`src/rtl/gpu_command_queue_if.sv`:
```
// Bus bundle between the command producer (CPU/MMIO side plus GPU busy flag) and the
// command queue. The master modport is the environment; the slave modport is the queue.
interface gpu_command_queue_if #(
    parameter int FB_WIDTH  = 400,
    parameter int FB_HEIGHT = 240,
    parameter int DEPTH     = 8
);
    localparam int XW = $clog2(FB_WIDTH) + 2;
    localparam int YW = $clog2(FB_HEIGHT) + 2;
    localparam int CW = $clog2(DEPTH) + 1;

    logic          cmd_valid;
    logic          cmd_ready;
    logic          cmd_op;
    logic [31:0]   cmd_address;
    logic [15:0]   cmd_address_x;
    logic [15:0]   cmd_address_y;
    logic [15:0]   cmd_image_width;
    logic [XW-1:0] cmd_width;
    logic [YW-1:0] cmd_height;
    logic [XW-1:0] cmd_x;
    logic [YW-1:0] cmd_y;
    logic [15:0]   cmd_clear_color;
    logic [CW-1:0] q_count;
    logic          q_idle;
    logic          gpu_busy;
    logic [31:0]   gpu_address;
    logic [15:0]   gpu_address_x;
    logic [15:0]   gpu_address_y;
    logic [15:0]   gpu_image_width;
    logic [XW-1:0] gpu_width;
    logic [YW-1:0] gpu_height;
    logic [XW-1:0] gpu_x;
    logic [YW-1:0] gpu_y;
    logic [15:0]   gpu_clear_color;
    logic          gpu_draw;
    logic          gpu_clear;

    modport master (
        output cmd_valid, cmd_op, cmd_address, cmd_address_x, cmd_address_y,
               cmd_image_width, cmd_width, cmd_height, cmd_x, cmd_y, cmd_clear_color,
               gpu_busy,
        input  cmd_ready, q_count, q_idle, gpu_address, gpu_address_x, gpu_address_y,
               gpu_image_width, gpu_width, gpu_height, gpu_x, gpu_y, gpu_clear_color,
               gpu_draw, gpu_clear
    );

    modport slave (
        input  cmd_valid, cmd_op, cmd_address, cmd_address_x, cmd_address_y,
               cmd_image_width, cmd_width, cmd_height, cmd_x, cmd_y, cmd_clear_color,
               gpu_busy,
        output cmd_ready, q_count, q_idle, gpu_address, gpu_address_x, gpu_address_y,
               gpu_image_width, gpu_width, gpu_height, gpu_x, gpu_y, gpu_clear_color,
               gpu_draw, gpu_clear
    );
endinterface

```
`src/rtl/gpu_command_queue.sv`:
```
// Command FIFO that replays draw/clear commands to an edge-triggered GPU control port.
// Optional macro GPU_QUEUE_CULL_EN: drop zero-area draw entries instead of issuing them.
module gpu_command_queue #(
    parameter int FB_WIDTH  = 400,
    parameter int FB_HEIGHT = 240,
    parameter int DEPTH     = 8
) (
    input  logic                clk,
    input  logic                reset,
    gpu_command_queue_if.slave  bus
);
    localparam int XW = $clog2(FB_WIDTH) + 2;
    localparam int YW = $clog2(FB_HEIGHT) + 2;
    localparam int AW = $clog2(DEPTH);
    localparam int CW = AW + 1;

    typedef struct packed {
        logic          op;
        logic [31:0]   address;
        logic [15:0]   address_x;
        logic [15:0]   address_y;
        logic [15:0]   image_width;
        logic [XW-1:0] width;
        logic [YW-1:0] height;
        logic [XW-1:0] x;
        logic [YW-1:0] y;
        logic [15:0]   clear_color;
    } cmd_t;

    typedef enum logic [3:0] {
        IDLE   = 4'b0001,
        SETUP  = 4'b0010,
        STROBE = 4'b0100,
        WAIT   = 4'b1000
    } state_t;

    cmd_t          mem_q [DEPTH];
    logic [AW-1:0] wr_ptr_q, wr_ptr_d, rd_ptr_q, rd_ptr_d;
    logic [CW-1:0] count_q, count_d;
    state_t        state_q, state_d;
    cmd_t          out_q, out_d;
    logic          draw_q, draw_d, clear_q, clear_d;
    logic          full_s, empty_s, push_s, pop_s, cull_s;
    cmd_t          head_s, in_s;

    function automatic logic is_cullable(input cmd_t c);
`ifdef GPU_QUEUE_CULL_EN
        return !c.op && ((c.width == XW'(0)) || (c.height == YW'(0)));
`else
        return 1'b0;
`endif
    endfunction

    assign full_s  = (count_q == CW'(DEPTH));
    assign empty_s = (count_q == CW'(0));
    assign push_s  = bus.cmd_valid && !full_s;
    assign head_s  = mem_q[rd_ptr_q];
    assign cull_s  = is_cullable(head_s);

    // Pack the incoming command fields into one FIFO word
    always_comb begin
        in_s.op          = bus.cmd_op;
        in_s.address     = bus.cmd_address;
        in_s.address_x   = bus.cmd_address_x;
        in_s.address_y   = bus.cmd_address_y;
        in_s.image_width = bus.cmd_image_width;
        in_s.width       = bus.cmd_width;
        in_s.height      = bus.cmd_height;
        in_s.x           = bus.cmd_x;
        in_s.y           = bus.cmd_y;
        in_s.clear_color = bus.cmd_clear_color;
    end

    // Issue FSM: pops only when the GPU is idle; a culled head is consumed without leaving the popping state
    always_comb begin
        state_d = state_q;
        out_d   = out_q;
        draw_d  = 1'b0;
        clear_d = 1'b0;
        pop_s   = 1'b0;
        case (state_q)
            IDLE: begin
                if (!empty_s && !bus.gpu_busy) begin
                    pop_s = 1'b1;
                    if (!cull_s) begin
                        out_d   = head_s;
                        state_d = SETUP;
                    end else begin
                        state_d = IDLE;
                    end
                end else begin
                    state_d = IDLE;
                end
            end
            SETUP: begin
                draw_d  = !out_q.op;
                clear_d = out_q.op;
                state_d = STROBE;
            end
            STROBE: begin
                state_d = WAIT;
            end
            WAIT: begin
                if (!bus.gpu_busy) begin
                    if (!empty_s) begin
                        pop_s = 1'b1;
                        if (!cull_s) begin
                            out_d   = head_s;
                            state_d = SETUP;
                        end else begin
                            state_d = WAIT;
                        end
                    end else begin
                        state_d = IDLE;
                    end
                end else begin
                    state_d = WAIT;
                end
            end
            default: begin
                state_d = IDLE;
            end
        endcase
    end

    // FIFO pointer and occupancy update
    always_comb begin
        wr_ptr_d = push_s ? (wr_ptr_q + AW'(1)) : wr_ptr_q;
        rd_ptr_d = pop_s  ? (rd_ptr_q + AW'(1)) : rd_ptr_q;
        count_d  = count_q + CW'(push_s) - CW'(pop_s);
    end

    // Storage array carries no reset; validity is tracked by the occupancy counter
    always_ff @(posedge clk) begin
        if (push_s) begin
            mem_q[wr_ptr_q] <= in_s;
        end
    end

    // Control and output registers
    always_ff @(posedge clk) begin
        if (reset) begin
            state_q  <= IDLE;
            wr_ptr_q <= AW'(0);
            rd_ptr_q <= AW'(0);
            count_q  <= CW'(0);
            out_q    <= '0;
            draw_q   <= 1'b0;
            clear_q  <= 1'b0;
        end else begin
            state_q  <= state_d;
            wr_ptr_q <= wr_ptr_d;
            rd_ptr_q <= rd_ptr_d;
            count_q  <= count_d;
            out_q    <= out_d;
            draw_q   <= draw_d;
            clear_q  <= clear_d;
        end
    end

    assign bus.cmd_ready       = !full_s;
    assign bus.q_count         = count_q;
    assign bus.q_idle          = empty_s && (state_q == IDLE) && !bus.gpu_busy;
    assign bus.gpu_address     = out_q.address;
    assign bus.gpu_address_x   = out_q.address_x;
    assign bus.gpu_address_y   = out_q.address_y;
    assign bus.gpu_image_width = out_q.image_width;
    assign bus.gpu_width       = out_q.width;
    assign bus.gpu_height      = out_q.height;
    assign bus.gpu_x           = out_q.x;
    assign bus.gpu_y           = out_q.y;
    assign bus.gpu_clear_color = out_q.clear_color;
    assign bus.gpu_draw        = draw_q;
    assign bus.gpu_clear       = clear_q;
endmodule

```
`src/flat_wrapper.sv`:
```
// flat-port wrapper written by rule: the top's interface ports become plain ports
module gpu_command_queue_flat 
#(
    parameter int FB_WIDTH  = 400,
    parameter int FB_HEIGHT = 240,
    parameter int DEPTH     = 8
)
  (clk, reset, bus_cmd_valid, bus_cmd_op, bus_cmd_address, bus_cmd_address_x, bus_cmd_address_y, bus_cmd_image_width, bus_cmd_width, bus_cmd_height, bus_cmd_x, bus_cmd_y, bus_cmd_clear_color, bus_gpu_busy, bus_cmd_ready, bus_q_count, bus_q_idle, bus_gpu_address, bus_gpu_address_x, bus_gpu_address_y, bus_gpu_image_width, bus_gpu_width, bus_gpu_height, bus_gpu_x, bus_gpu_y, bus_gpu_clear_color, bus_gpu_draw, bus_gpu_clear);
  gpu_command_queue_if #(.FB_WIDTH(FB_WIDTH), .FB_HEIGHT(FB_HEIGHT), .DEPTH(DEPTH)) bus_i ();
  input  logic clk;
  input  logic reset;
  input wire logic [$bits(bus_i.cmd_valid)-1:0] bus_cmd_valid;
  input wire logic [$bits(bus_i.cmd_op)-1:0] bus_cmd_op;
  input wire logic [$bits(bus_i.cmd_address)-1:0] bus_cmd_address;
  input wire logic [$bits(bus_i.cmd_address_x)-1:0] bus_cmd_address_x;
  input wire logic [$bits(bus_i.cmd_address_y)-1:0] bus_cmd_address_y;
  input wire logic [$bits(bus_i.cmd_image_width)-1:0] bus_cmd_image_width;
  input wire logic [$bits(bus_i.cmd_width)-1:0] bus_cmd_width;
  input wire logic [$bits(bus_i.cmd_height)-1:0] bus_cmd_height;
  input wire logic [$bits(bus_i.cmd_x)-1:0] bus_cmd_x;
  input wire logic [$bits(bus_i.cmd_y)-1:0] bus_cmd_y;
  input wire logic [$bits(bus_i.cmd_clear_color)-1:0] bus_cmd_clear_color;
  input wire logic [$bits(bus_i.gpu_busy)-1:0] bus_gpu_busy;
  output wire logic [$bits(bus_i.cmd_ready)-1:0] bus_cmd_ready;
  output wire logic [$bits(bus_i.q_count)-1:0] bus_q_count;
  output wire logic [$bits(bus_i.q_idle)-1:0] bus_q_idle;
  output wire logic [$bits(bus_i.gpu_address)-1:0] bus_gpu_address;
  output wire logic [$bits(bus_i.gpu_address_x)-1:0] bus_gpu_address_x;
  output wire logic [$bits(bus_i.gpu_address_y)-1:0] bus_gpu_address_y;
  output wire logic [$bits(bus_i.gpu_image_width)-1:0] bus_gpu_image_width;
  output wire logic [$bits(bus_i.gpu_width)-1:0] bus_gpu_width;
  output wire logic [$bits(bus_i.gpu_height)-1:0] bus_gpu_height;
  output wire logic [$bits(bus_i.gpu_x)-1:0] bus_gpu_x;
  output wire logic [$bits(bus_i.gpu_y)-1:0] bus_gpu_y;
  output wire logic [$bits(bus_i.gpu_clear_color)-1:0] bus_gpu_clear_color;
  output wire logic [$bits(bus_i.gpu_draw)-1:0] bus_gpu_draw;
  output wire logic [$bits(bus_i.gpu_clear)-1:0] bus_gpu_clear;
  assign bus_i.cmd_valid = bus_cmd_valid;
  assign bus_i.cmd_op = bus_cmd_op;
  assign bus_i.cmd_address = bus_cmd_address;
  assign bus_i.cmd_address_x = bus_cmd_address_x;
  assign bus_i.cmd_address_y = bus_cmd_address_y;
  assign bus_i.cmd_image_width = bus_cmd_image_width;
  assign bus_i.cmd_width = bus_cmd_width;
  assign bus_i.cmd_height = bus_cmd_height;
  assign bus_i.cmd_x = bus_cmd_x;
  assign bus_i.cmd_y = bus_cmd_y;
  assign bus_i.cmd_clear_color = bus_cmd_clear_color;
  assign bus_i.gpu_busy = bus_gpu_busy;
  assign bus_cmd_ready = bus_i.cmd_ready;
  assign bus_q_count = bus_i.q_count;
  assign bus_q_idle = bus_i.q_idle;
  assign bus_gpu_address = bus_i.gpu_address;
  assign bus_gpu_address_x = bus_i.gpu_address_x;
  assign bus_gpu_address_y = bus_i.gpu_address_y;
  assign bus_gpu_image_width = bus_i.gpu_image_width;
  assign bus_gpu_width = bus_i.gpu_width;
  assign bus_gpu_height = bus_i.gpu_height;
  assign bus_gpu_x = bus_i.gpu_x;
  assign bus_gpu_y = bus_i.gpu_y;
  assign bus_gpu_clear_color = bus_i.gpu_clear_color;
  assign bus_gpu_draw = bus_i.gpu_draw;
  assign bus_gpu_clear = bus_i.gpu_clear;
  gpu_command_queue #(.FB_WIDTH(FB_WIDTH), .FB_HEIGHT(FB_HEIGHT), .DEPTH(DEPTH)) u_core (.clk(clk), .reset(reset), .bus(bus_i));
endmodule
```
`config.mk`:
```
export PLATFORM = sky130hd
export DESIGN_NAME = gpu_command_queue_flat
export DESIGN_NICKNAME = d
export VERILOG_FILES = /design/src/rtl/gpu_command_queue_if.sv /design/src/rtl/gpu_command_queue.sv /design/src/flat_wrapper.sv
export SDC_FILE = /design/constraint.sdc
export NUM_CORES = 1
export LEC_CHECK = 0
export ABC_AREA = 1
export BUFFER_PORTS_ARGS = -buffer_cell sky130_fd_sc_hd__buf_2
export CAP_MARGIN = 0
export CELL_PAD_IN_SITES_DETAIL_PLACEMENT = 1
export CELL_PAD_IN_SITES_GLOBAL_PLACEMENT = 1
export CORE_AREA = 2 2 367 296
export CTS_CLUSTER_SIZE = 30
export DETAILED_ROUTE_END_ITERATION = 16
export DIE_AREA = 0 0 369 298
export PLACE_DENSITY_LB_ADDON = 0.1
export SYNTH_ARGS = -nofsm -noshare
export SYNTH_HDL_FRONTEND = slang
export SYNTH_SLANG_ARGS = --single-unit
```
`constraint.sdc`:
```
create_clock -name clk -period 22 [get_ports clk]
set_input_delay 1.1 -clock clk [delete_from_list [all_inputs] [get_ports clk]]
set_output_delay 1.1 -clock clk [all_outputs]
set_load 0.02 [all_outputs]
```
# Word level (Yosys, flattened, before mapping)
# Memories as Yosys holds them, arrays and structs flattened. A register that Yosys moved wholly into a read port is not among the register bits.
# Cells that the tools add are included.
# W data, S select, Z words.
classes:
  addsub: 4
  n_eq_ne: 8
  mux: 16
  bitwise_logic: 1
  reduce_logical: 12
ops:
  columns: ["op", "count"]
  rows:
  - ["$mux W139", 3]
  - ["$pmux W139 S2", 1]
  - ["$pmux W4 S4", 1]
  - ["$eq A4 B4 Y1 const B", 2]
  - ["$add A3 B1 Y3 const B", 2]
  - ["$mux W3", 2]
  - ["$mux W1", 5]
  - ["$add A4 B1 Y4", 1]
  - ["$eq A4 B1 Y1 const B", 1]
  - ["$eq A4 B2 Y1 const B", 1]
  - ["$eq A4 B3 Y1 const B", 1]
  - ["$logic_and A1 B1 Y1", 4]
  - ["$logic_not A1 Y1", 4]
  - ["$logic_not A4 Y1", 1]
  - ["$mux W2", 2]
  - ["$mux W4", 1]
  - ["$ne A2 B2 Y1 const B", 2]
  - ["$reduce_and A4 Y1", 1]
  - ["$sub A4 B1 Y4", 1]
  - ["$ne A2 B1 Y1 const B", 1]
  - ["$pmux W1 S2", 1]
  - ["$reduce_bool A2 Y1", 1]
  - ["$reduce_or A2 Y1", 1]
  - ["$not A1 Y1", 1]
totals:
  ff_bits: 155
  ram_bits: 1112
  memories: 1
memory_table:
  columns: ["name", "depth", "word_bits", "read_ports", "rd_clocked_by_memory_dff", "write_ports", "line_no", "text"]
  rows:
  - ["u_core.mem_q", 8, 139, 1, 1, 1, "gpu_command_queue.sv:37", "cmd_t mem_q [DEPTH];"]

# Logic depth before layout (Yosys ltp)
logic_depth:
  depth_word: 7
  mapped_depth: 15

# Least setup slack after synthesis
# Ideal clock, no wire load.
synth_timing:
  kind: "input-to-reg"
  startpoint: "input port bus_cmd_valid"
  endpoint: "memory u_core.mem_q[0][0] (netlist name), enable pin"
  setup_time_ns: 0.639
  t_arrival_ns: 7.196
  t_required_ns: 21.361
  setup_slack_ns: 14.165
  stages: 4
  path_cell_list: "nand2_1 inv_1 nand2_1 nor2_1"
synth_via:
  elab_chain_cells: 3
synth_lines:
  columns: ["element", "line_no", "text"]
  rows:
  - ["start, declared", "flat_wrapper.sv:12", "input wire logic [$bits(bus_i.cmd_valid)-1:0] bus_cmd_valid;"]
  - ["$logic_and A1 B1 Y1", "gpu_command_queue.sv:56", "assign push_s = bus.cmd_valid && !full_s;"]
  - ["named net u_core.push_s", "gpu_command_queue.sv:43", "logic full_s, empty_s, push_s, pop_s, cull_s;"]
  - ["$mux W1", "gpu_command_queue.sv:135", "if (push_s) begin"]
  - ["$mux W1 (implied by the code)", "gpu_command_queue.sv:136", "mem_q[wr_ptr_q] <= in_s;"]
  - ["end, declared", "gpu_command_queue.sv:37", null]
# The timed path passes the listed nets, and every way through them passes these cells.

# Worst setup path after layout
layout_timing:
  startpoint: "register u_core.count_q[2], in the netlist u_core.bus.q_count[2]"
  endpoint: "memory u_core.mem_q[7][134] (netlist name), enable pin"
layout_via:
  elab_chain_cells: 5
layout_lines:
  columns: ["element", "line_no", "text"]
  rows:
  - ["start, declared", "gpu_command_queue.sv:39", "logic [CW-1:0] count_q, count_d;"]
  - ["start signal, assigned", "gpu_command_queue.sv:154", "count_q <= count_d;"]
  - ["$eq A4 B4 Y1", "gpu_command_queue.sv:54", "assign full_s = (count_q == CW'(DEPTH));"]
  - ["$logic_not A1 Y1", "gpu_command_queue.sv:56", null]
  - ["$logic_and A1 B1 Y1", "gpu_command_queue.sv:56", null]
  - ["$mux W1", "gpu_command_queue.sv:135", null]
  - ["$mux W1 (implied by the code)", "gpu_command_queue.sv:136", null]
# Every way passes these cells.

==> summary.txt <==
run status - finished clean
number of buffers added on ports - 288
placeable core region - 106000 um^2
remaining global-route overflow - 0
cells resized by post-CTS repair - 0
fraction of post-synthesis cell area in the top cell type by area - 60.8%
aggregate routed wire length - 147000 um
sequence of cells on the critical path - inv_1 > ha_1 > nand2_1 > nand2_1 > nor2_1 > inv_1 > nor2_4 > buf_4 > buf_4
overall fraction of global-route tracks in use - 26.9%
final layout net count - 5740
total of endpoints with negative setup slack in the final report - 0
die height - 298 um
top-level port count - 289
highest net fanout along the worst path - 35
antenna violations before repair - 26
Avg Cell Area, Syn - 9.94 um^2
static power due to leakage - 27.3 nW
maximum clock path buffer count - 3
synth unique cells - 25
most common library cell in the layout ignoring fill and taps - sky130_fd_sc_hd__nand2_1
number of optimization iterations in the first detailed-route pass - 7
floorplan die width - 369 um
detailed-placement wirelength estimate - 77300 um
total internal power - 4.68 mW
placement row count - 107
clock input transition at the sequential cells of the worst setup and hold paths - 0.06 ns
drt initial violations - 2596
setup skew after layout - 0.0326 ns
class of the worst hold path - flip-flop to flip-flop
number of H-tree levels - 4
CP startpoint kind - flip-flop
Finished Layout Cells - 7123
Routability Congestion - 0.732
highest ir drop seen on vdd - 0.129 mV
vias - 36900
f_max - 0.266 GHz
worst endpoint data arrival time - 4.15 ns
number of remaining DRC errors - 0
RSZ-0062 raised after global routing - no
Die Area - 110000 um^2
combinational cell fraction of total power - 26.1%
cell types occupying the most area after synthesis - sky130_fd_sc_hd__edfxtp_1, sky130_fd_sc_hd__nand2_1, sky130_fd_sc_hd__inv_1
crit path kind - flip-flop to flip-flop
critical path data required time - 22.39 ns
vias in the first global route - 39500
number of hold buffers added after CTS - 0
number of fill cells in the layout - 11600
growth of design area from synthesis to finish - 10.3%
number of buffer and inverter instances along the worst setup path - 4
power per cell area - 117 nW/um^2
routed length per placed instance - 20.7 um
Final TNS setup - 0 ns
cell count after synthesis - 5522
TritonCTS clock tree - built
clock group share of total power - 31.8%
Synth Cell Area - 54900 um^2
global-route wire length before repair - 226000 um
CP peak stage delay - 1.00 ns
pin count of the biggest net entering global routing - 239
worst hold slack after final layout - 0.424 ns
count of antenna-violating nets left after detailed routing - 0
Clock Latency Late Sink - 0.77 ns
Switching Power - 2.40 mW
# Post-CTS Setup Buffers - 0
post-route total power - 7.08 mW
top cell type by total area after synthesis - sky130_fd_sc_hd__edfxtp_1
via density per instance - 5.18
final count of pins violating max slew - 0
root cell of the clock tree - sky130_fd_sc_hd__clkbuf_16
Yosys reg bits - 1270
total number of clock tree sinks - 1270
instance count after placement with tap cells included - 6868
CP endpoint kind - flip-flop
effective utilization at floorplan - 51.8%
final hold violation count - 0
YS warnings - 0
TritonCTS Buffers - 135
fraction of layout instances using a drive strength above 1 - 10.2%
gate family responsible for the most delay along the worst path - buffers and inverters
switching fraction of total power - 33.9%
max_slew headroom - 13.0%
master of the slowest instance on the critical path - sky130_fd_sc_hd__nor2_4
Syn Nets - 5674
Worst Tran Pin Value - 1.30 ns
# Max-Cap Violations - 0
sequential element share of the synthesized area - 66.6%
most frequent cells in the layout - sky130_fd_sc_hd__nand2_1, sky130_fd_sc_hd__inv_1, sky130_fd_sc_hd__edfxtp_1
fin crit period - 3.76 ns
ratio of final minimum period to clock period - 17.1%
sequential power share - 42.2%
## synthesized netlist by cell type, drive strengths merged
library cell,count
o21ai,3
and3,1
xor2,2
a21o,1
nand2,1547
inv,1275
clkbuf,78
a21oi,147
dfxtp,158
ha,8
o211ai,1
nand4,1
nor2,26
buf,321
nand3,840
edfxtp,1112
fa,1
## path summary, 6_finish.rpt
path,start,to,slack [ns],cells after the start
setup reg to reg,u_core.bus.q_count[2],u_core.mem_q[7][134],18.24,9
hold / removal,u_core.out_q[138],u_core.bus.gpu_draw,0.42,1
setup / recovery,u_core.bus.q_count[2],u_core.mem_q[7][134],18.24,9
hold reg to reg,u_core.out_q[138],u_core.bus.gpu_draw,0.42,1
## worst reg2reg max path: stages, from the launching register on
cell,delay (ns)
sky130_fd_sc_hd__dfxtp_1,0.32
sky130_fd_sc_hd__inv_1,0.07
sky130_fd_sc_hd__ha_1,0.20
sky130_fd_sc_hd__nand2_1,0.10
sky130_fd_sc_hd__nand2_1,0.13
sky130_fd_sc_hd__nor2_1,0.12
sky130_fd_sc_hd__inv_1,0.16
sky130_fd_sc_hd__nor2_4,1.00
sky130_fd_sc_hd__buf_4,0.67
sky130_fd_sc_hd__buf_4,0.61
## power groups by stage
stage / clock [mW] / combinational (mW) / sequential, mW
global route: 2.37 / 2.06 / 3.01
CTS: 2.29 / 1.87 / 2.99
floorplan: 0 / 1.44 / 2.99
detailed placement: 0 / 1.84 / 3.04
global placement: 0 / 1.79 / 3.03
finish: 2.25 / 1.85 / 2.99
## sequential cells by signal, indices dropped and copies added, names as in the netlist, named ones only
| signal | flops |
|---|---|
| u_core.bus.gpu_address | 32 |
| u_core.bus.gpu_address_x | 16 |
| u_core.bus.gpu_address_y | 16 |
| u_core.bus.gpu_clear | 1 |
| u_core.bus.gpu_clear_color | 16 |
| u_core.bus.gpu_draw | 1 |
| u_core.bus.gpu_height | 10 |
| u_core.bus.gpu_image_width | 16 |
| u_core.bus.gpu_width | 11 |
| u_core.bus.gpu_x | 11 |
| u_core.bus.gpu_y | 10 |
| u_core.bus.q_count | 4 |
| u_core.mem_q | 1112 |
| u_core.out_q | 1 |
| u_core.rd_ptr_q | 3 |
| u_core.state_q | 4 |
| u_core.wr_ptr_q | 3 |
## per-layer routing
metal / vias to the layer above / GRT usage [%] / routed length [um]
li1: 17300 / - / -
met1: 18500 / 34.7 / 63800
met2: 857 / 45.4 / 71600
met3: 252 / 4.67 / 7550
met4: 14 / 10.1 / 4150
met5: - / 0 / 78
## kinds of logic (layout without fill, tap and decap cells)
kind of cell	count (synthesis)	count (layout)	share of synthesized area (%)
xor+xnor	2	2	0.0319
other cells	0	12	0
fa+ha+maj	9	9	0.219
simple gates	2415	2415	18.5
buf+inv	1674	1846	13.0
flops	1270	1270	66.6
compound gates	152	152	1.72
## area by class of cell
class | instances | area, um^2 | area share, %
Inverter | 1275 | 4820 | 7.95
Timing Repair Buffer | 328 | 1790 | 2.96
Antenna cell | 12 | 30.0 | 0.0496
Clock inverter | 38 | 337 | 0.556
Clock buffer | 205 | 3980 | 6.57
Multi-Input combinational cell | 2578 | 11300 | 18.6
Tap cell | 1417 | 1770 | 2.93
Sequential cell | 1270 | 36600 | 60.4
## stage by stage
stage / area (um^2) / util [%] / setup WS (ns)
after global placement: 56200 / 53.0 / 17.71
after floorplan: 54900 / - / 14.17
after detailed placement: 56200 / 53.0 / 17.64
after global routing: 60600 / 57.1 / 17.97
final: 60600 / 57.1 / 18.24
after CTS: 60500 / 57.1 / 18.19
(Power assumes the default switching activity.)
